## src/rtl/proj_seqchk_pkg.sv

```systemverilog
// Shared types and defaults for the counter-sequence checker.
package proj_seqchk_pkg;

  localparam int DEF_W  = 16;
  localparam int DEF_EW = 8;

  typedef enum logic [1:0] {
    HUNT = 2'd0,
    LOCK = 2'd1,
    SLIP = 2'd2
  } state_e;

endpackage

```

## src/rtl/proj_seqchk_if.sv

```systemverilog
// vld/rdy stream carrying counter traffic from a source to the checker.
interface proj_seqchk_if #(
  parameter int W = 16
);
  logic [W-1:0] data;
  logic         vld;
  logic         rdy;

  modport master (output data, output vld, input rdy);
  modport slave  (input data, input vld, output rdy);
endinterface

```

## src/rtl/proj_seqchk_rdypat.sv

```systemverilog
// Ready throttle: a 4-bit phase counter selects one bit of a fixed pattern.
module proj_seqchk_rdypat #(
  parameter logic [15:0] RDYPAT = 16'hFFFF
) (
  input  logic clk_i,
  input  logic rst_ni,
  input  logic clr_i,
  input  logic en_i,
  output logic rdy_o
);

  logic [3:0] phase_q;
  logic       rdy_q;

  // Phase advances only while enabled; rdy follows the pattern bit of the current phase.
  always_ff @(posedge clk_i or negedge rst_ni) begin
    if (!rst_ni) begin
      phase_q <= 4'd0;
      rdy_q   <= 1'b0;
    end else if (clr_i) begin
      phase_q <= 4'd0;
      rdy_q   <= 1'b0;
    end else begin
      rdy_q <= en_i & RDYPAT[phase_q];
      if (en_i) begin
        phase_q <= phase_q + 4'd1;
      end
    end
  end

  assign rdy_o = rdy_q;

endmodule

```

## src/rtl/proj_seqchk.sv

```systemverilog
// Stream sink that throttles a counter stream, locks onto its sequence and
// counts accepted beats and mismatches.
module proj_seqchk
  import proj_seqchk_pkg::*;
#(
  parameter int          W      = DEF_W,
  parameter int          EW     = DEF_EW,
  parameter int          X      = 1,
  parameter logic [15:0] RDYPAT = 16'hFFFF,
  parameter bit          SYNC   = 1'b1
) (
  input  logic          clk_i,
  input  logic          rst_ni,
  input  logic          en_i,
  input  logic          clr_i,
  proj_seqchk_if.slave  s_if,
  output logic [EW-1:0] errcntr_o,
  output logic [W-1:0]  beatcntr_o,
  output logic          locked_o,
  output logic          errflag_o
);

  localparam logic [W-1:0]  XW         = W'(X);
  localparam logic [W-1:0]  BEAT_ONE   = {{(W-1){1'b0}}, 1'b1};
  localparam logic [EW-1:0] ERR_ONE    = {{(EW-1){1'b0}}, 1'b1};
  localparam logic [EW-1:0] ERR_MAX    = {EW{1'b1}};
  localparam state_e        RST_STATE  = SYNC ? HUNT : LOCK;
  localparam logic          RST_LOCKED = SYNC ? 1'b0 : 1'b1;

  logic          rdy_s;
  logic          beat_s;
  logic [W-1:0]  data0_q;
  logic          beat0_q;
  logic [W-1:0]  beatcnt_q;
  state_e        state_q;
  logic [W-1:0]  exp_q;
  logic [EW-1:0] errcnt_q;
  logic          errflag_q;
  logic          locked_q;

  proj_seqchk_rdypat #(.RDYPAT(RDYPAT)) u_rdypat (
    .clk_i  (clk_i),
    .rst_ni (rst_ni),
    .clr_i  (clr_i),
    .en_i   (en_i),
    .rdy_o  (rdy_s)
  );

  assign s_if.rdy = rdy_s;
  assign beat_s   = s_if.vld & rdy_s;

  // Stage 1: capture accepted beats; a clear drops whatever is arriving.
  always_ff @(posedge clk_i or negedge rst_ni) begin
    if (!rst_ni) begin
      data0_q   <= {W{1'b0}};
      beat0_q   <= 1'b0;
      beatcnt_q <= {W{1'b0}};
    end else if (clr_i) begin
      data0_q   <= {W{1'b0}};
      beat0_q   <= 1'b0;
      beatcnt_q <= {W{1'b0}};
    end else begin
      beat0_q <= beat_s;
      if (beat_s) begin
        data0_q   <= s_if.data;
        beatcnt_q <= beatcnt_q + BEAT_ONE;
      end
    end
  end

  // Stage 2: sequence FSM with registered lock/error outputs.
  always_ff @(posedge clk_i or negedge rst_ni) begin
    if (!rst_ni) begin
      state_q   <= RST_STATE;
      exp_q     <= {W{1'b0}};
      errcnt_q  <= {EW{1'b0}};
      errflag_q <= 1'b0;
      locked_q  <= RST_LOCKED;
    end else if (clr_i) begin
      state_q   <= RST_STATE;
      exp_q     <= {W{1'b0}};
      errcnt_q  <= {EW{1'b0}};
      errflag_q <= 1'b0;
      locked_q  <= RST_LOCKED;
    end else begin
      errflag_q <= 1'b0;
      if (beat0_q) begin
        case (state_q)
          HUNT: begin
            exp_q    <= data0_q + XW;
            state_q  <= LOCK;
            locked_q <= 1'b1;
          end
          LOCK, SLIP: begin
            if (data0_q == exp_q) begin
              exp_q    <= exp_q + XW;
              state_q  <= LOCK;
              locked_q <= 1'b1;
            end else begin
              // Resynchronise on the offending value so one glitch costs one error.
              errflag_q <= 1'b1;
              errcnt_q  <= (errcnt_q == ERR_MAX) ? errcnt_q : errcnt_q + ERR_ONE;
              exp_q     <= data0_q + XW;
              state_q   <= SLIP;
              locked_q  <= 1'b0;
            end
          end
          default: begin
            state_q  <= HUNT;
            locked_q <= 1'b0;
          end
        endcase
      end
    end
  end

  assign errcntr_o  = errcnt_q;
  assign beatcntr_o = beatcnt_q;
  assign locked_o   = locked_q;
  assign errflag_o  = errflag_q;

endmodule

```

## src/flat_wrapper.sv

```systemverilog
// flat-port wrapper written by rule: the top's interface ports become plain ports
module proj_seqchk_flat import proj_seqchk_pkg::*;
#(
  parameter int          W      = DEF_W,
  parameter int          EW     = DEF_EW,
  parameter int          X      = 1,
  parameter logic [15:0] RDYPAT = 16'hFFFF,
  parameter bit          SYNC   = 1'b1
)
  (clk_i, rst_ni, en_i, clr_i, errcntr_o, beatcntr_o, locked_o, errflag_o, s_if_data, s_if_vld, s_if_rdy);
  proj_seqchk_if #(.W(W)) s_if_i ();
  input  logic clk_i;
  input  logic rst_ni;
  input  logic en_i;
  input  logic clr_i;
  output logic [EW-1:0] errcntr_o;
  output logic [W-1:0] beatcntr_o;
  output logic locked_o;
  output logic errflag_o;
  input wire logic [$bits(s_if_i.data)-1:0] s_if_data;
  input wire logic [$bits(s_if_i.vld)-1:0] s_if_vld;
  output wire logic [$bits(s_if_i.rdy)-1:0] s_if_rdy;
  assign s_if_i.data = s_if_data;
  assign s_if_i.vld = s_if_vld;
  assign s_if_rdy = s_if_i.rdy;
  proj_seqchk #(.W(W), .EW(EW), .X(X), .RDYPAT(RDYPAT), .SYNC(SYNC)) u_core (.clk_i(clk_i), .rst_ni(rst_ni), .en_i(en_i), .clr_i(clr_i), .s_if(s_if_i), .errcntr_o(errcntr_o), .beatcntr_o(beatcntr_o), .locked_o(locked_o), .errflag_o(errflag_o));
endmodule
```

## config.mk

```make
export PLATFORM = sky130hd
export DESIGN_NAME = proj_seqchk_flat
export DESIGN_NICKNAME = d
export VERILOG_FILES = /design/src/rtl/proj_seqchk_pkg.sv /design/src/rtl/proj_seqchk_if.sv /design/src/rtl/proj_seqchk_rdypat.sv /design/src/rtl/proj_seqchk.sv /design/src/flat_wrapper.sv
export SDC_FILE = /design/constraint.sdc
export NUM_CORES = 1
export LEC_CHECK = 0
export CAP_MARGIN = 20
export CORE_MARGIN = 2
export CORE_UTILIZATION = 45
export DETAILED_ROUTE_END_ITERATION = 6
export GPL_TIMING_DRIVEN = 0
export PLACE_DENSITY = 0.68
export SETUP_SLACK_MARGIN = 0.4
export SLEW_MARGIN = 25
export SYNTH_ARGS = -nofsm -noshare
export SYNTH_HDL_FRONTEND = slang
export SYNTH_HIERARCHICAL = 1
export SYNTH_SLANG_ARGS = --single-unit
```

## constraint.sdc

```tcl
create_clock -name clk_i -period 2.35 [get_ports clk_i]
set_input_delay 0.47 -clock clk_i [delete_from_list [all_inputs] [get_ports clk_i]]
set_output_delay 0.47 -clock clk_i [all_outputs]
set_load 0.005 [all_outputs]
```

# ---- Yosys cells after proc, flatten, opt, wreduce, memory -nomap -nowiden
# Memories as Yosys holds them, arrays and structs flattened.
# Index checks and enable logic that the tools add are counted.
# Widths: inputs -> output; s select.
dict set report op_classes {
  n_eq_ne 6
  add_sub_neg 5
  mux 30
  n_reduce_logical 9
  n_bitwise 2
  order_cmp 1
}
# cell n
set ops {}
lappend ops {{$mux 16} 7}
lappend ops {{$add 16x1->16 const B} 3}
lappend ops {{$mux 8} 5}
lappend ops {{$pmux 16 s2} 1}
lappend ops {{$eq 16x16->1} 1}
lappend ops {{$mux 1} 10}
lappend ops {{$add 8x1->8 const B} 1}
lappend ops {{$eq 8x8->1 const B} 1}
lappend ops {{$mux 4} 2}
lappend ops {{$reduce_bool 2->1} 4}
lappend ops {{$mux 2} 3}
lappend ops {{$lt 4x5->1 const B} 1}
lappend ops {{$add 4x1->4 const B} 1}
lappend ops {{$ne 2x2->1 const B} 2}
lappend ops {{$pmux 2 s2} 1}
lappend ops {{$reduce_and 4->1} 1}
lappend ops {{$reduce_bool 3->1} 1}
lappend ops {{$and 1x1->1} 2}
lappend ops {{$eq 2x1->1 const B} 1}
lappend ops {{$eq 2x2->1 const B} 1}
lappend ops {{$logic_not 2->1} 1}
lappend ops {{$pmux 1 s2} 1}
lappend ops {{$reduce_and 2->1} 1}
lappend ops {{$reduce_or 2->1} 1}
dict set report totals {
  elab_cells 64
  memories 1
  output_inout_bits 27
  romBits 16
  inputBits 21
  regBits 66
}
# name depth width read_ports rd_ports_with_merged_regs write_ports line
set memory_table {}
lappend memory_table {{(no name shown)} 16 1 1 0 0 proj_seqchk_rdypat.sv:24} ;# rdy_q <= en_i & RDYPAT[phase_q];

# ---- Logic depth before layout (Yosys ltp)
dict set report depth {
  depth_word 6
  mapped_depth 8
}

# ---- Modules after synthesis
# Netlist, hierarchy kept.
# mod seq_area_each_um2 cells_each area_per_inst_um2 instances
set modules_own_cells {}
lappend modules_own_cells {proj_seqchk 1501.4 407 3689.8 1}
lappend modules_own_cells {proj_seqchk_rdypat 25.0 2 38.8 1}

# ---- Least setup slack after synthesis
# No wires, ideal clock.
dict set report synth_path {
  path_type {register to register}
  start {reg u_core.state_q[0]}
  end {reg u_core.errcnt_q[5] (netlist: u_core/errcntr_o[5])}
  arrival_time_ns 1.739
  synth_period_minus_slack_ns 1.866
  path_stages_with_launch 8
  t_required_ns 2.222
  slack_ns 0.484
  path_cell_list {dfrtp_1 > inv_1 > ha_1 > clkbuf_8 > o41ai_2 > buf_4 > nor4_1 > mux2_1}
}
dict set report synth_via {
  elab_chain_len 4
  word_cells_on_any_way 5
}
# item line
set synth_lines {}
lappend synth_lines {{start, declared} proj_seqchk.sv:35} ;# state_e state_q;
lappend synth_lines {{start signal, assigned} proj_seqchk.sv:74} ;# state_q <= RST_STATE;
lappend synth_lines {{start signal, assigned} proj_seqchk.sv:80} ;# state_q <= RST_STATE;
lappend synth_lines {{start signal, assigned} proj_seqchk.sv:91} ;# state_q <= LOCK;
lappend synth_lines {{$eq 2x1->1 or $eq 2x2->1 (tied branches)} proj_seqchk.sv:88} ;# case (state_q)
lappend synth_lines {{$reduce_or 2->1 (*)} proj_seqchk.sv:88}
lappend synth_lines {{$reduce_bool 2->1 (no line) (*)} --}
lappend synth_lines {{$reduce_and 4->1 (no line) (*)} --}
lappend synth_lines {{end signal, assigned} proj_seqchk.sv:76} ;# errcnt_q <= {EW{1'b0}};
lappend synth_lines {{end signal, assigned} proj_seqchk.sv:82} ;# errcnt_q <= {EW{1'b0}};
lappend synth_lines {{end signal, assigned} proj_seqchk.sv:102} ;# errcnt_q <= (errcnt_q == ERR_MAX) ? errcnt_q : errcnt_q + ERR_ONE;
lappend synth_lines {{end, declared} proj_seqchk.sv:37} ;# logic [EW-1:0] errcnt_q;
# Every way passes the cells marked *; elsewhere a longest branch is shown, timed or not.
# A chain may end at the register's enable or synchronous reset.

# ---- Final worst setup path
dict set report layout_path {
  start {reg u_core.data0_q[14]}
  end {reg u_core.errcnt_q[0] (netlist: u_core/errcntr_o[0])}
}
dict set report layout_via {
  elab_chain_len 3
}
# item line
set layout_lines {}
lappend layout_lines {{start, declared} proj_seqchk.sv:32} ;# logic [W-1:0] data0_q;
lappend layout_lines {{start signal, assigned} proj_seqchk.sv:55} ;# data0_q <= {W{1'b0}};
lappend layout_lines {{start signal, assigned} proj_seqchk.sv:59} ;# data0_q <= {W{1'b0}};
lappend layout_lines {{start signal, assigned} proj_seqchk.sv:65} ;# data0_q <= s_if.data;
lappend layout_lines {{$eq 16x16->1} proj_seqchk.sv:95} ;# if (data0_q == exp_q) begin
lappend layout_lines {{$ne 2x2->1 (no line)} --}
lappend layout_lines {{$reduce_and 4->1 (no line)} --}
# Every way passes these cells.

==> reports/metrics.yaml <==
clock_path_buffers: 2
grt_usage: 0.241
yosysWarnings: 6
worst_setup_path_start_kind: "register"
hold_viol: 0
clk_latency_ns: 0.34
hp-class: "in -> async"
fin_crit_sh: 0.887
drc: 0
critPathKind: "reg -> reg"
grt_max_degree: 41
io_pins: 48
avgSynthCellArea_um2: 9.12
die-area_um2: 9030
utilization: 0.624
first_iter_violations: 282
cts_root_buf: "clkbuf_8"
synth_edf_count: 0
crit_required_ns: 2.57
cts_hold_buf: 0
drv_slew: 0
final_common_cell: "nand2_1"
grt_remaining_overflow: 0
coreArea_um2: 8130
die_h_um: 95.0
diodes: 0
portBuffers: 47
status: "finished clean"
syn_area_um2: 3730
fin_area_um2: 5070
vdd.ir_drop.worst_v: 0.000317
cp_max_fo: 5
cp_slowest_stage_delay_ns: 0.49
antenna_found_initial: 0
clk_pin_slew_worst_paths_ns: 0.08
maxCapViolCount: 0
ant_nets: 0
r2r-end: "u_core/errcntr_o[0]$_DFFE_PN0P_"
grt_pass1_vias: 3309
firstDrtPassIters: 6
p_leak_nw: 1.99
wl_per_cell_um: 17.8
synthCells: 409
dpl_cell_area_um2: 4350
die_x_um: 95.0
synth_seq_cells: 61
r2r_cells: 6
slowest_stage: "o41ai_4"
drt_wl_total_mm: 10.6
rsz0062_at_grt: "yes"
nFillCells: 646
synth_cell_types: 55
synth-main-ff-cell: "dfrtp_1"
fin_skew_ns: 0.0126
cts_max_level: 3
min_period_ns: 2.08
reg2reg_from: "u_core/data0_q[14]$_DFFE_PN0P_"
cts_tree: "yes"
drive_gt1_frac: 0.234
relSlewSlack: 0.569
via_per_inst: 5.91
num_rows: 33
gp_congestion: 0.942
reg2reg_setup_slack_ns: 0.27
finalSetupViolations: 0
cts_sinks: 61
fin_nets: 516
final_cell_mix: "nand2_1, dfrtp_1, clkdlybuf4s50_1"
ys_seq_area_frac: 0.409
area_delta_synth_final_pct: 36.0
vias: 3528
power-per-cell-area_nw_per_um2: 488
grt_pass1_wl_mm: 16.9
cp_data_arrival_time_ns: 2.30
fmax_ghz: 0.480
cts_made_buffers: 9
async_flop_share: 1.00
crit_path_end_kind: "register"
crit_chain: "xnor2_1 > nand4_1 > o41ai_4 > buf_6 > nor2_4 > mux2_4"
synth.net_count: 436
start_util: 0.458
dpl.hpwl_mm: 6.74
tightest_slew_ns: 0.647
total_power_mw: 2.48
metrics by stage:
step                instances  hold slack, ns  TNS [ns]  setup slack (ns)
floorplan                 409           0.174         0             0.484
global placement          561           0.527    -82.96             -1.31
detailed placement        562           0.388     -3.68            -0.347
CTS                       587          0.0200         0             0.331
global route              597          0.0301         0             0.221
finish                    597          0.0161         0             0.265
cells in the mapped netlist, types with 2 or more instances:
master    number  area (um^2)
buf_2          4         20.0
inv_1         11         41.3
nand2b_1       3         18.8
nor2b_1        8         50.1
o221ai_1       3         26.3
o21ai_0        8         40.0
buf_1          3         11.3
clkbuf_8       5         68.8
and3_1         5         31.3
nand2_1       63          236
xor2_1        13          114
a221o_1        8         80.1
xnor2_1       28          245
a211oi_1       7         52.6
ha_1           6         75.1
buf_6          2         22.5
nand4_1       21          131
and4_1         5         43.8
buf_4          3         22.5
nor4_1         5         31.3
o31ai_1        2         15.0
a21oi_1       27          135
a31oi_1        3         18.8
dfrtp_1       61         1530
mux2_1         4         45.0
clkbuf_1       6         22.5
and2_1         4         25.0
or3_1          7         43.8
nand3_1       13         65.1
nor3_1        13         65.1
a31o_1         7         61.3
nor2_1        28          105
layout make-up:
class	count	area (um^2)	area share
Buffer	25	229	0.0451
Timing Repair Buffer	69	698	0.138
Tap cell	105	131	0.0259
Clock inverter	5	77.6	0.0153
Multi-Input combinational cell	312	2230	0.440
Sequential cell	61	1540	0.304
Clock buffer	9	124	0.0244
Inverter	11	41.3	0.00814
state kept, by name (all words and copies together), names as in the netlist:
signal                 count
u_core/errflag_o           1
u_core/u_rdypat/rdy_o      1
u_core/errcntr_o           8
u_core/beat0_q             1
u_core/beatcntr_o         16
u_core/state_q             2
u_core/exp_q              16
u_core/data0_q            16
logic make-up (layout without fill, tap and decap cells):
group	count (synthesis)	in the layout	share of synthesized area
simple gates	186	186	0.256
compound gates	74	74	0.142
flops	61	61	0.409
xor+xnor	41	41	0.0963
buf+inv	36	119	0.0614
fa+ha+maj	6	6	0.0201
mux	5	5	0.0148
worst max path at each step:
stage / from / endpoint / slack (ns)
after global routing: u_core/data0_q[14]$_DFFE_PN0P_ / u_core/errcntr_o[5]$_DFFE_PN0P_ / 0.22
after global placement: rst_ni / u_core/data0_q[9]$_DFFE_PN0P_ / -1.31
after detailed placement: clr_i / u_core/beatcntr_o[9]$_DFFE_PN0P_ / -0.35
after floorplan: u_core/state_q[0]$_DFFE_PN0P_ / u_core/errcntr_o[5]$_DFFE_PN0P_ / 0.48
after CTS: u_core/data0_q[6]$_DFFE_PN0P_ / u_core/errcntr_o[0]$_DFFE_PN0P_ / 0.33
final: u_core/data0_q[14]$_DFFE_PN0P_ / u_core/errcntr_o[0]$_DFFE_PN0P_ / 0.27
power by group:
part	leakage, nW	switching, mW	internal, mW
Sequential	0.829	0.0206	1.06
Combinational	1.06	0.205	0.188
Clock	0.101	0.419	0.582
critical path: cells and delay by family, from the launching register on:
family	cells	cell delay [ns]
multiplexers	1	0.32
AO/OA/AOI/OAI	1	0.49
flip-flops	1	0.45
XOR/XNOR	1	0.23
AND/OR/NAND/NOR	2	0.27
buffers and inverters	1	0.21
per-layer routing:
layer  routed length (um)  vias to the layer above  track usage
met5                    0                        -            0
li1                     -                     1622            -
met3                  669                       49       0.0332
met4                  391                        0       0.0978
met2                 4910                      160        0.365
met1                 4670                     1697        0.350
repair_timing:
item,CTS,global route
endpoints found under the setup margin,29,34
hold endpoints to repair,0,0
buffers inserted,10,8
gates resized for setup,23,57
cloned,1,2
pin swaps,6,25
(Power assumes the default switching activity.)
